**src/rtl/tt_um_load_stream_if.sv**
```systemverilog
// Load-stream bundle: start/abort control, the weight bit-plane stream and
// the assembled weight bus, with producer (master) and loader (slave) views.
interface tt_um_load_stream_if #(
    parameter int MAX_IN_LEN   = 16,
    parameter int MAX_OUT_LEN  = 8,
    parameter int WIDTH        = 2,
    parameter int MAX_OUT_BITS = $clog2(MAX_OUT_LEN)
);
    logic                                    start;
    logic                                    abort;
    logic [MAX_OUT_BITS-1:0]                 cfg_out_len;
    logic                                    in_valid;
    logic [MAX_IN_LEN-1:0]                   in_data;
    logic                                    in_ready;
    logic [WIDTH*MAX_IN_LEN*MAX_OUT_LEN-1:0] uo_weights;
    logic [MAX_OUT_BITS-1:0]                 uo_out_len;
    logic                                    uo_busy;
    logic                                    uo_done;

    modport master (
        output start, abort, cfg_out_len, in_valid, in_data,
        input  in_ready, uo_weights, uo_out_len, uo_busy, uo_done
    );

    modport slave (
        input  start, abort, cfg_out_len, in_valid, in_data,
        output in_ready, uo_weights, uo_out_len, uo_busy, uo_done
    );
endinterface

```
**src/rtl/tt_um_load_stream.sv**
```systemverilog
// Ternary weight loader: assembles per-(row,bit) bit-plane beats into a flat weight bus.
// Define LOAD_DOUBLE_BUFFER_EN to stream into a shadow bank committed at the end of DONE.
module tt_um_load_stream #(
    parameter int MAX_IN_LEN   = 16,
    parameter int MAX_OUT_LEN  = 8,
    parameter int WIDTH        = 2,
    parameter int MAX_OUT_BITS = $clog2(MAX_OUT_LEN),
    parameter int CNT_BITS     = $clog2(MAX_OUT_LEN*WIDTH)
) (
    input  logic               clk,
    input  logic               rst,
    input  logic               ena,
    tt_um_load_stream_if.slave bus
);
    localparam int TOTAL    = WIDTH*MAX_IN_LEN*MAX_OUT_LEN;
    localparam int IDX_BITS = $clog2(TOTAL);

    typedef enum logic [1:0] {
        ST_IDLE = 2'd0,
        ST_LOAD = 2'd1,
        ST_DONE = 2'd2
    } state_t;

    state_t                  state_r;
    state_t                  state_nxt_s;
    logic                    start_acc_s;
    logic                    beat_acc_s;
    logic                    commit_s;
    logic                    last_beat_s;
    logic [CNT_BITS-1:0]     cnt_r;
    logic [CNT_BITS-1:0]     last_cnt_r;
    logic [MAX_OUT_BITS-1:0] cfg_r;
    logic [TOTAL-1:0]        wr_bank_r;
    logic [TOTAL-1:0]        bank_nxt_s;
    logic [TOTAL-1:0]        weights_s;
    logic [IDX_BITS-1:0]     idx_s;
    int                      row_s;
    int                      bit_s;
    logic [MAX_OUT_BITS-1:0] out_len_r;
    logic                    busy_r;
    logic                    done_r;

    assign last_beat_s = (cnt_r == last_cnt_r);

    // State register
    always_ff @(posedge clk) begin
        if (rst) begin
            state_r <= ST_IDLE;
        end else begin
            state_r <= state_nxt_s;
        end
    end

    // Next-state and transfer strobes; ena low freezes everything
    always_comb begin
        state_nxt_s = state_r;
        start_acc_s = 1'b0;
        beat_acc_s  = 1'b0;
        commit_s    = 1'b0;
        if (ena) begin
            case (state_r)
                ST_IDLE: begin
                    if (bus.start) begin
                        state_nxt_s = ST_LOAD;
                        start_acc_s = 1'b1;
                    end else begin
                        state_nxt_s = ST_IDLE;
                    end
                end
                ST_LOAD: begin
                    // abort wins over a coincident beat, which is dropped
                    if (bus.abort) begin
                        state_nxt_s = ST_IDLE;
                    end else if (bus.in_valid) begin
                        beat_acc_s  = 1'b1;
                        state_nxt_s = last_beat_s ? ST_DONE : ST_LOAD;
                    end else begin
                        state_nxt_s = ST_LOAD;
                    end
                end
                ST_DONE: begin
                    state_nxt_s = ST_IDLE;
                    commit_s    = ~bus.abort;
                end
                default: begin
                    state_nxt_s = ST_IDLE;
                end
            endcase
        end else begin
            state_nxt_s = state_r;
        end
    end

    // Beat counter and per-load configuration; the counter saturates on the last beat
    always_ff @(posedge clk) begin
        if (rst) begin
            cnt_r      <= '0;
            last_cnt_r <= '0;
            cfg_r      <= '0;
        end else if (start_acc_s) begin
            cnt_r      <= '0;
            last_cnt_r <= CNT_BITS'((int'(bus.cfg_out_len) + 1) * WIDTH - 1);
            cfg_r      <= bus.cfg_out_len;
        end else if (beat_acc_s && !last_beat_s) begin
            cnt_r      <= cnt_r + CNT_BITS'(1);
        end else begin
            cnt_r      <= cnt_r;
        end
    end

    // Next contents of the bank being written: cleared on start, one bit-plane per beat
    always_comb begin
        bank_nxt_s = wr_bank_r;
        idx_s      = '0;
        row_s      = int'(cnt_r) / WIDTH;
        bit_s      = int'(cnt_r) % WIDTH;
        if (start_acc_s) begin
            bank_nxt_s = '0;
        end else if (beat_acc_s) begin
            for (int i = 0; i < MAX_IN_LEN; i++) begin
                idx_s             = IDX_BITS'((i*MAX_OUT_LEN + row_s)*WIDTH + bit_s);
                bank_nxt_s[idx_s] = bus.in_data[i];
            end
        end else begin
            bank_nxt_s = wr_bank_r;
        end
    end

    // Write bank register (shadow when double-buffered, otherwise the visible bank)
    always_ff @(posedge clk) begin
        if (rst) begin
            wr_bank_r <= '0;
        end else begin
            wr_bank_r <= bank_nxt_s;
        end
    end

`ifdef LOAD_DOUBLE_BUFFER_EN
    logic [TOTAL-1:0] active_r;

    // Active bank takes the whole shadow at once when DONE completes
    always_ff @(posedge clk) begin
        if (rst) begin
            active_r <= '0;
        end else if (commit_s) begin
            active_r <= wr_bank_r;
        end else begin
            active_r <= active_r;
        end
    end

    assign weights_s = active_r;
`else
    assign weights_s = wr_bank_r;
`endif

    // Registered status outputs, tracking the state being entered
    always_ff @(posedge clk) begin
        if (rst) begin
            out_len_r <= '0;
            busy_r    <= 1'b0;
            done_r    <= 1'b0;
        end else begin
            out_len_r <= commit_s ? cfg_r : out_len_r;
            busy_r    <= (state_nxt_s != ST_IDLE);
            done_r    <= (state_nxt_s == ST_DONE);
        end
    end

    assign bus.in_ready   = ena & (state_r == ST_LOAD);
    assign bus.uo_weights = weights_s;
    assign bus.uo_out_len = out_len_r;
    assign bus.uo_busy    = busy_r;
    assign bus.uo_done    = done_r;
endmodule

```
**src/flat_wrapper.sv**
```systemverilog
// flat-port wrapper written by rule: the top's interface ports become plain ports
module tt_um_load_stream_flat 
#(
    parameter int MAX_IN_LEN   = 16,
    parameter int MAX_OUT_LEN  = 8,
    parameter int WIDTH        = 2,
    parameter int MAX_OUT_BITS = $clog2(MAX_OUT_LEN),
    parameter int CNT_BITS     = $clog2(MAX_OUT_LEN*WIDTH)
)
  (clk, rst, ena, bus_start, bus_abort, bus_cfg_out_len, bus_in_valid, bus_in_data, bus_in_ready, bus_uo_weights, bus_uo_out_len, bus_uo_busy, bus_uo_done);
  tt_um_load_stream_if #(.MAX_IN_LEN(MAX_IN_LEN), .MAX_OUT_LEN(MAX_OUT_LEN), .WIDTH(WIDTH), .MAX_OUT_BITS(MAX_OUT_BITS)) bus_i ();
  input  logic clk;
  input  logic rst;
  input  logic ena;
  input wire logic [$bits(bus_i.start)-1:0] bus_start;
  input wire logic [$bits(bus_i.abort)-1:0] bus_abort;
  input wire logic [$bits(bus_i.cfg_out_len)-1:0] bus_cfg_out_len;
  input wire logic [$bits(bus_i.in_valid)-1:0] bus_in_valid;
  input wire logic [$bits(bus_i.in_data)-1:0] bus_in_data;
  output wire logic [$bits(bus_i.in_ready)-1:0] bus_in_ready;
  output wire logic [$bits(bus_i.uo_weights)-1:0] bus_uo_weights;
  output wire logic [$bits(bus_i.uo_out_len)-1:0] bus_uo_out_len;
  output wire logic [$bits(bus_i.uo_busy)-1:0] bus_uo_busy;
  output wire logic [$bits(bus_i.uo_done)-1:0] bus_uo_done;
  assign bus_i.start = bus_start;
  assign bus_i.abort = bus_abort;
  assign bus_i.cfg_out_len = bus_cfg_out_len;
  assign bus_i.in_valid = bus_in_valid;
  assign bus_i.in_data = bus_in_data;
  assign bus_in_ready = bus_i.in_ready;
  assign bus_uo_weights = bus_i.uo_weights;
  assign bus_uo_out_len = bus_i.uo_out_len;
  assign bus_uo_busy = bus_i.uo_busy;
  assign bus_uo_done = bus_i.uo_done;
  tt_um_load_stream #(.MAX_IN_LEN(MAX_IN_LEN), .MAX_OUT_LEN(MAX_OUT_LEN), .WIDTH(WIDTH), .MAX_OUT_BITS(MAX_OUT_BITS), .CNT_BITS(CNT_BITS)) u_core (.clk(clk), .rst(rst), .ena(ena), .bus(bus_i));
endmodule
```
**config.mk**
```make
export PLATFORM = sky130hd
export DESIGN_NAME = tt_um_load_stream_flat
export DESIGN_NICKNAME = d
export VERILOG_FILES = /design/src/rtl/tt_um_load_stream_if.sv /design/src/rtl/tt_um_load_stream.sv /design/src/flat_wrapper.sv
export SDC_FILE = /design/constraint.sdc
export NUM_CORES = 1
export LEC_CHECK = 0
export BUFFER_PORTS_ARGS = -buffer_cell sky130_fd_sc_hd__buf_2
export CORE_ASPECT_RATIO = 1.2
export CORE_MARGIN = 10
export CORE_UTILIZATION = 54
export CTS_CLUSTER_DIAMETER = 120
export CTS_CLUSTER_SIZE = 10
export DETAILED_ROUTE_END_ITERATION = 7
export GPL_TIMING_DRIVEN = 0
export PLACE_DENSITY = 0.95
export SETUP_SLACK_MARGIN = 0.05
export SYNTH_ARGS = -nofsm -noshare
export SYNTH_HDL_FRONTEND = slang
export SYNTH_SLANG_ARGS = --single-unit
```
**constraint.sdc**
```tcl
create_clock -name clk -period 3.6 [get_ports clk]
set_input_delay 0.72 -clock clk [delete_from_list [all_inputs] [get_ports clk]]
set_output_delay 0.72 -clock clk [all_outputs]
set_load 0.02 [all_outputs]
```
==> out/results.ini, run 1 <==
[run_status]
outcome = completed

[critical_path]
rr_startpoint = u_core.state_r[1]
cp.buffers_inverters = 2
end_kind = flop
worstSetupStartpointType = flop
crit_chain = and4bb_1 -> buf_2 -> nand4_1 -> clkbuf_1 -> nand3_1 -> o21ai_1
r2r_setup_slack_ns = 1.50
crit-reg2reg-capture = u_core.bus.uo_weights[88]
path_max_fanout = 10
critPathLaunch = u_core.state_r[1]
slowest_stage = clkbuf_1
r2r_cells = 6
cp_slowest_stage_delay_ns = 0.59
cp.arrival_ns = 2.58
cp_top_family = buffers and inverters
crit_type = flop to flop
cp.required_ns = 4.08

[sta]
layout_min_cycle_time_ns = 2.10
worstMarginPinSlew_ns = 0.824
setup_violations = 0
fin_crit_sh_pct = 58.3
hold_viol_final = 0
rsz0062_at_grt = false
report.final.slew_viol_count = 0
slew_headroom_pct = 44.3
fin_setup_tns_ns = 0
max_clock_freq_mhz = 476
setup_ws_ns = 1.50
worst_clock_skew_ns = 0.0199

[grt]
track_usage_pct = 31.4
grt_overflow = 0
grt_pass1_wl_um = 57000
antenna_found_initial = 0
grt_pass1_vias = 9831
grt_max_degree = 17

[synth]
netlist_instances = 989
synth-seq-cells = 273
synthesis.nets = 1019
synth-seq-area-share_pct = 59.0
avgSynthCellArea_um2 = 9.37
syn_area_um2 = 9270
yosys_warnings = 0
synth_cell_types = 36

[floorplanning]
coreArea_um2 = 16900
die_height_um = 164
fp.dieW_um = 140
start_util_pct = 55.0
row_count = 52
die-area_um2 = 22800
ios = 287

[place]
post_dp_cell_area_um2 = 11000
place_ws_ns = 1.17
io_buffer_count = 285
place_hpwl_um = 26100
place_congestion = 0.957

[min_path]
hold_end = u_core.last_cnt_r[1]
min_path_type = primary input to flop
min_from = bus_cfg_out_len[0]
hold_depth = 3

[cells_and_area]
final_area_um2 = 11800
utilization_pct = 69.8
num-nets-final = 1337
syn_to_final_growth_pct = 27.0
drive_gt1_share_pct = 28.8

[power]
power_density_nw_per_um2 = 511
leakage_nw = 5.16
ir_drop_mv = 0.393

[clock_network]
holdBufCountCts = 0
htreeDepth = 1
clockBufferDepth = 3
clk_pin_slew_ns = 0.06
clkLatencyLatePin_ns = 0.57
cts_buffers = 31
clock-root-buffer = clkbuf_16
post_cts_resized = 0
cts.sinks = 273
tritoncts = built
cts_setup_buffers = 0

[routing]
routedWlPerCell_um = 25.2
drt_iter0_drc = 1403
drc = 0
num_vias = 9778
antenna_left = 0
dr.pass1.iters = 8
wirelength_um = 38300
viasPerCell = 6.42

[run]
cap_viol_max_count = 0

==> registers in the layout, summed over array words and instances, names as in the netlist <==
register	cells
u_core.cfg_r	2
u_core.last_cnt_r	4
u_core.bus.uo_busy	1
u_core.cnt_r	4
u_core.state_r	2
u_core.bus.uo_out_len	3
u_core.bus.uo_done	1
u_core.bus.uo_weights	256
==> where the power goes <==
| group | switching (mW) | total [mW] | internal, mW | leakage (nW) |
|---|---|---|---|---|
| sequential | 0.00511 | 3.03 | 3.03 | 2.20 |
| clock | 1.20 | 2.72 | 1.51 | 0.396 |
| combinational | 0.196 | 0.262 | 0.0666 | 2.56 |
| total | 1.40 | 6.01 | 4.61 | 5.16 |
==> cells by family after synthesis <==
| logic type | Yosys count | share of synthesized area [%] |
|---|---|---|
| xor gates and xnor gates | 5 | 0.473 |
| buffers and inverters | 102 | 5.71 |
| muxes | 6 | 0.648 |
| and+or+nand+nor | 331 | 19.0 |
| DFF | 273 | 59.0 |
| AOI/OAI and AO/OA | 267 | 14.5 |
| adders and majority gates | 5 | 0.675 |
==> cells in the mapped netlist, drive strengths merged <==
cell type	instances	area [um^2]
nor3	2	10.0
xor2	4	35.0
nand2b	1	6.26
a21boi	1	7.51
nand4bb	1	11.3
and4bb	2	25.0
or2	1	6.26
nor4	1	6.26
mux2i	6	60.1
nor2	11	57.6
and2b	1	7.51
a311oi	1	8.76
a211oi	1	7.51
nand2	30	193
nor2b	2	12.5
xnor2	1	8.76
ha	5	62.6
dfxtp	273	5470
nand3	259	1300
or3	2	12.5
buf	46	319
and2	1	6.26
clkbuf	54	203
a21oi	7	35.0
nor4bb	1	10.0
nand4	16	100
o21ai	257	1290
inv	2	7.51
==> metal layers <==
metal  global-route usage, %  vias up  share of wire, %
li1                        -     4136                 -
met1                    34.7     4513                33
met2                    50.2      908                46
met3                    10.6      221                14
met4                    22.1        0               7.0
met5                       0        -                 0
==> worst reg2reg max path, cell delays in order, from the launching register on <==
cell,delay (ns)
dfxtp_1,0.40
and4bb_1,0.24
buf_2,0.18
nand4_1,0.23
clkbuf_1,0.59
nand3_1,0.23
o21ai_1,0.16
==> per-stage QoR <==
step	cells	hold slack [ns]	total power [mW]
after CTS	1523	0.432	5.96
after floorplan	989	0.436	3.25
final	1524	0.437	6.01
after detailed placement	1490	0.448	3.35
after global placement	1490	0.442	3.34
after global routing	1523	0.451	6.11
==> area by class of cell <==
cell class / count / area [um^2]
Clock buffer: 31 / 776
Fill cell: 1182 / 5080
Inverter: 2 / 7.51
Buffer: 100 / 522
Timing Repair Buffer: 285 / 1430
Tap cell: 216 / 270
Antenna cell: 1 / 2.50
Clock inverter: 2 / 28.8
Multi-Input combinational cell: 614 / 3270
Sequential cell: 273 / 5470
==> cell usage in the layout (no fill, tap or decap), drive strengths merged, types with 2 or more instances in the layout <==
cell type  instances
inv                4
or3                2
nor2              11
ha                 5
a21oi              7
mux2i              6
clkbuf            85
nand4             16
buf              331
nand3            259
nor3               2
and4bb             2
o21ai            257
xor2               4
nand2             30
dfxtp            273
nor2b              2
==> worst max-delay path by stage <==
stage,endpoint,cells after the start
after floorplan,u_core.bus.uo_weights[222],6
final,u_core.bus.uo_weights[88],6
after global routing,u_core.bus.uo_weights[88],6
after global placement,u_core.bus.uo_weights[237],7
after CTS,u_core.bus.uo_weights[50],6
after detailed placement,u_core.bus.uo_weights[113],7
No activity file was read; power rests on OpenSTA's default activity.
==> inputs of run 2 (changes only) <==
--- a/config.mk
+++ b/config.mk
@@ -5,15 +5,16 @@
 export SDC_FILE = /design/constraint.sdc
 export NUM_CORES = 1
 export LEC_CHECK = 0
+export ABC_AREA = 1
 export BUFFER_PORTS_ARGS = -buffer_cell sky130_fd_sc_hd__buf_2
 export CORE_ASPECT_RATIO = 1.2
 export CORE_MARGIN = 10
-export CORE_UTILIZATION = 54
+export CORE_UTILIZATION = 47
 export CTS_CLUSTER_DIAMETER = 120
 export CTS_CLUSTER_SIZE = 10
 export DETAILED_ROUTE_END_ITERATION = 7
 export GPL_TIMING_DRIVEN = 0
-export PLACE_DENSITY = 0.95
+export PLACE_DENSITY = 0.88
 export SETUP_SLACK_MARGIN = 0.05
 export SYNTH_ARGS = -nofsm -noshare
 export SYNTH_HDL_FRONTEND = slang
==> constraint.sdc (replaced) <==
create_clock -name clk -period 1.9 [get_ports clk]
set_input_delay 0.38 -clock clk [delete_from_list [all_inputs] [get_ports clk]]
set_output_delay 0.38 -clock clk [all_outputs]
set_load 0.02 [all_outputs]
==> out/results.ini, run 2 <==
[run_status]
outcome = completed

[grt]
antenna_found_initial = 0  ; unchanged
grt_max_degree = 15  ; -2
grt_pass1_vias = 9730  ; -1.0%
grt_pass1_wl_um = 55100  ; -3.4%
track_usage_pct = 24.6  ; -6.8 points
grt_overflow = 0  ; unchanged

[synth]
synth_cell_types = 26  ; -28%
async_flop_share_pct = 0  ; unchanged
syn_area_um2 = 10000  ; +8.0%
yosys_warnings = 0  ; unchanged
synth-seq-cells = 273  ; unchanged
synthesis.nets = 1302  ; +28%
synth_top_cell_by_area = dfxtp_1
synth.area.top_cells = dfxtp_1, nor2_1, o21ai_0
ys.flop_type = dfxtp_1
yosys-top-cells-count = nor2_1, dfxtp_1, o21ai_0
yosysMostFrequentCell = nor2_1
synth_edf_count = 0  ; unchanged
netlist.area_leader.share_pct = 54.6  ; -4.4 points
synth-seq-area-share_pct = 54.6  ; -4.4 points
avgSynthCellArea_um2 = 7.87  ; -16%
netlist_instances = 1272  ; +29%

[place]
post_dp_cell_area_um2 = 11800  ; +7.4%
place_ws_ns = -0.0880  ; -1.26 ns
io_buffer_count = 286  ; +0.35%
place_congestion = 0.888  ; -7.2%
place_hpwl_um = 26200  ; +0.14%
dp.cells = 1828  ; +23%

[floorplanning]
die_height_um = 180  ; +10%
coreArea_um2 = 21000  ; +24%
die-area_um2 = 27500  ; +21%
fp.dieW_um = 153  ; +9.8%
row_count = 58  ; +12%
ios = 287  ; unchanged
start_util_pct = 47.7  ; -7.3 points

[routing]
drt_iter0_drc = 735  ; -48%
dr.pass1.iters = 6  ; -2
num_vias = 10005  ; +2.3%
wirelength_um = 36100  ; -5.8%
routedWlPerCell_um = 19.3  ; -23%
antenna_left = 0  ; unchanged
drc = 0  ; unchanged
viasPerCell = 5.36  ; -16%

[cells_and_area]
drive_gt1_share_pct = 27.2  ; -1.7 points
mostFrequentLayoutCells = nor2_1, buf_2, dfxtp_1
antenna_cells = 0  ; -1
final_area_um2 = 12700  ; +7.9%
num-nets-final = 1628  ; +22%
final_common_cell = nor2_1
final_cell_count_no_fill = 1867  ; +23%
largest_reg_flops = 256  ; unchanged
syn_to_final_growth_pct = 26.9  ; about the same

[sta]
rsz0062_at_grt = true
setup_ws_ns = 0.138  ; -1.36 ns
fin_setup_tns_ns = 0  ; unchanged
setup_violations = 0  ; unchanged
layout_min_cycle_time_ns = 1.76  ; -0.337 ns
hold_viol_final = 0  ; unchanged
worstMarginPinSlew_ns = 0.766  ; -0.0584 ns
report.final.slew_viol_count = 0  ; unchanged
slew_headroom_pct = 49.0  ; +4.6 points
worst_clock_skew_ns = 0.0151  ; -0.00477 ns
fin_crit_sh_pct = 92.7  ; +34 points
max_clock_freq_mhz = 567  ; +19%

[clock_network]
clock-root-buffer = clkbuf_16
holdBufCountCts = 0  ; unchanged
clk_pin_slew_ns = 0.05  ; about the same
clockBufferDepth = 3  ; unchanged
clkLatencyLatePin_ns = 0.55  ; -0.02 ns
cts_buffers = 31  ; unchanged
cts.sinks = 273  ; unchanged
tritoncts = built
htreeDepth = 1  ; unchanged

[power]
p_comb_share_pct = 5.0  ; +0.6 points
power_density_nw_per_um2 = 888  ; +74%
p_clk_share_pct = 44.1  ; -1.1 points
p_switching_mw = 2.55  ; +82%
leakage_nw = 5.71  ; +11%
sw_frac_of_total_pct = 22.6  ; -0.72 points
ir_drop_mv = 0.721  ; +84%
internal-power_mw = 8.73  ; +89%
p_seq_share_pct = 51.0  ; +0.5 points

[min_path]
min_from = rst
min_path_type = primary input to flop

[critical_path]
critPathLaunch = u_core.state_r[1]
crit_type = flop to flop
cp.arrival_ns = 2.24  ; -0.34 ns
cp.required_ns = 2.38  ; -1.70 ns
path_max_fanout = 10  ; unchanged
end_kind = flop
rr_startpoint = u_core.state_r[1]
cp_slowest_stage_delay_ns = 0.42  ; -0.17 ns
crit_chain = nor2_1 -> nand3_2 -> inv_2 -> nor2_4 -> buf_2 -> buf_2 -> o21ai_0 -> nor2_1
worstSetupStartpointType = flop
slowest_stage = dfxtp_1

[run]
cap_viol_max_count = 0  ; unchanged

-- run 2: final timing paths --
| kind | to | slack (ns) | cells after the start |
|---|---|---|---|
| worst max-delay path | u_core.bus.uo_weights[37] | 0.14 | 8 |
| worst min-delay path | u_core.last_cnt_r[0] | 0.1 | 2 |
| worst max register to register | u_core.bus.uo_weights[37] | 0.14 | 8 |
| worst min register to register | u_core.bus.uo_weights[64] | 0.46 | 2 |
-- run 2: final cells by class --
type                       count  area, um^2
sequential                   273        5470
clock inverter                 1        8.76
fill                        1833        8270
timing repair buffer         293        1480
tap                          270         338
clock buffer                  31         776
buffer                        86         547
inverter                      32         133
multi-input combinational    881        3950
-- run 2: kinds of logic (layout without fill, tap and decap cells) --
family          after synthesis  after routing  share of synthesized area (%)
buf+inv                     118            443                           6.31
flops                       273            273                           54.6
compound gates              272            272                           13.6
simple gates                601            601                           24.6
xor+xnor                      3              3                          0.263
fa+ha+maj                     5              5                          0.625
-- run 2: critical path, delay by kind of cell, from the launching register on --
kind            cells  cell delay, ns
simple gates        4            0.50
flops               1            0.42
buf+inv             3            0.60
compound gates      1            0.16
-- run 2: what timing repair did --
item                                    CTS  global route
endpoints found under the setup margin   61           183
resized for setup                        12            33
setup buffers                             0             7
pin swaps                                 0             3
-- run 2: power by group through the flow --
stage          logic [mW]  registers [mW]  clock network [mW]
2_1_floorplan       0.304            5.88                   0
3_3_place_gp        0.520            5.87                   0
3_5_place_dp        0.533            5.87                   0
4_1_cts             0.541            5.75                5.02
5_1_grt             0.613            5.75                5.26
6_report            0.562            5.75                4.97
-- run 2: per-layer routing --
metal | routed length, um | track usage (%) | vias up
met5 | 0 | 0 | -
met4 | 1810 | 11.9 | 0
met3 | 3390 | 6.26 | 118
met2 | 17200 | 41.9 | 547
met1 | 13700 | 28.1 | 4598
li1 | - | - | 4742
-- run 2: through the flow --
stage / power, mW / hold slack [ns] / utilization [%]
final: 11.3 / 0.0962 / 60.6
after detailed placement: 6.41 / 0.450 / 56.1
after floorplan: 6.18 / 0.414 / -
after global routing: 11.6 / 0.0936 / 60.6
after CTS: 11.3 / 0.0788 / 60.0
after global placement: 6.39 / 0.445 / 56.1
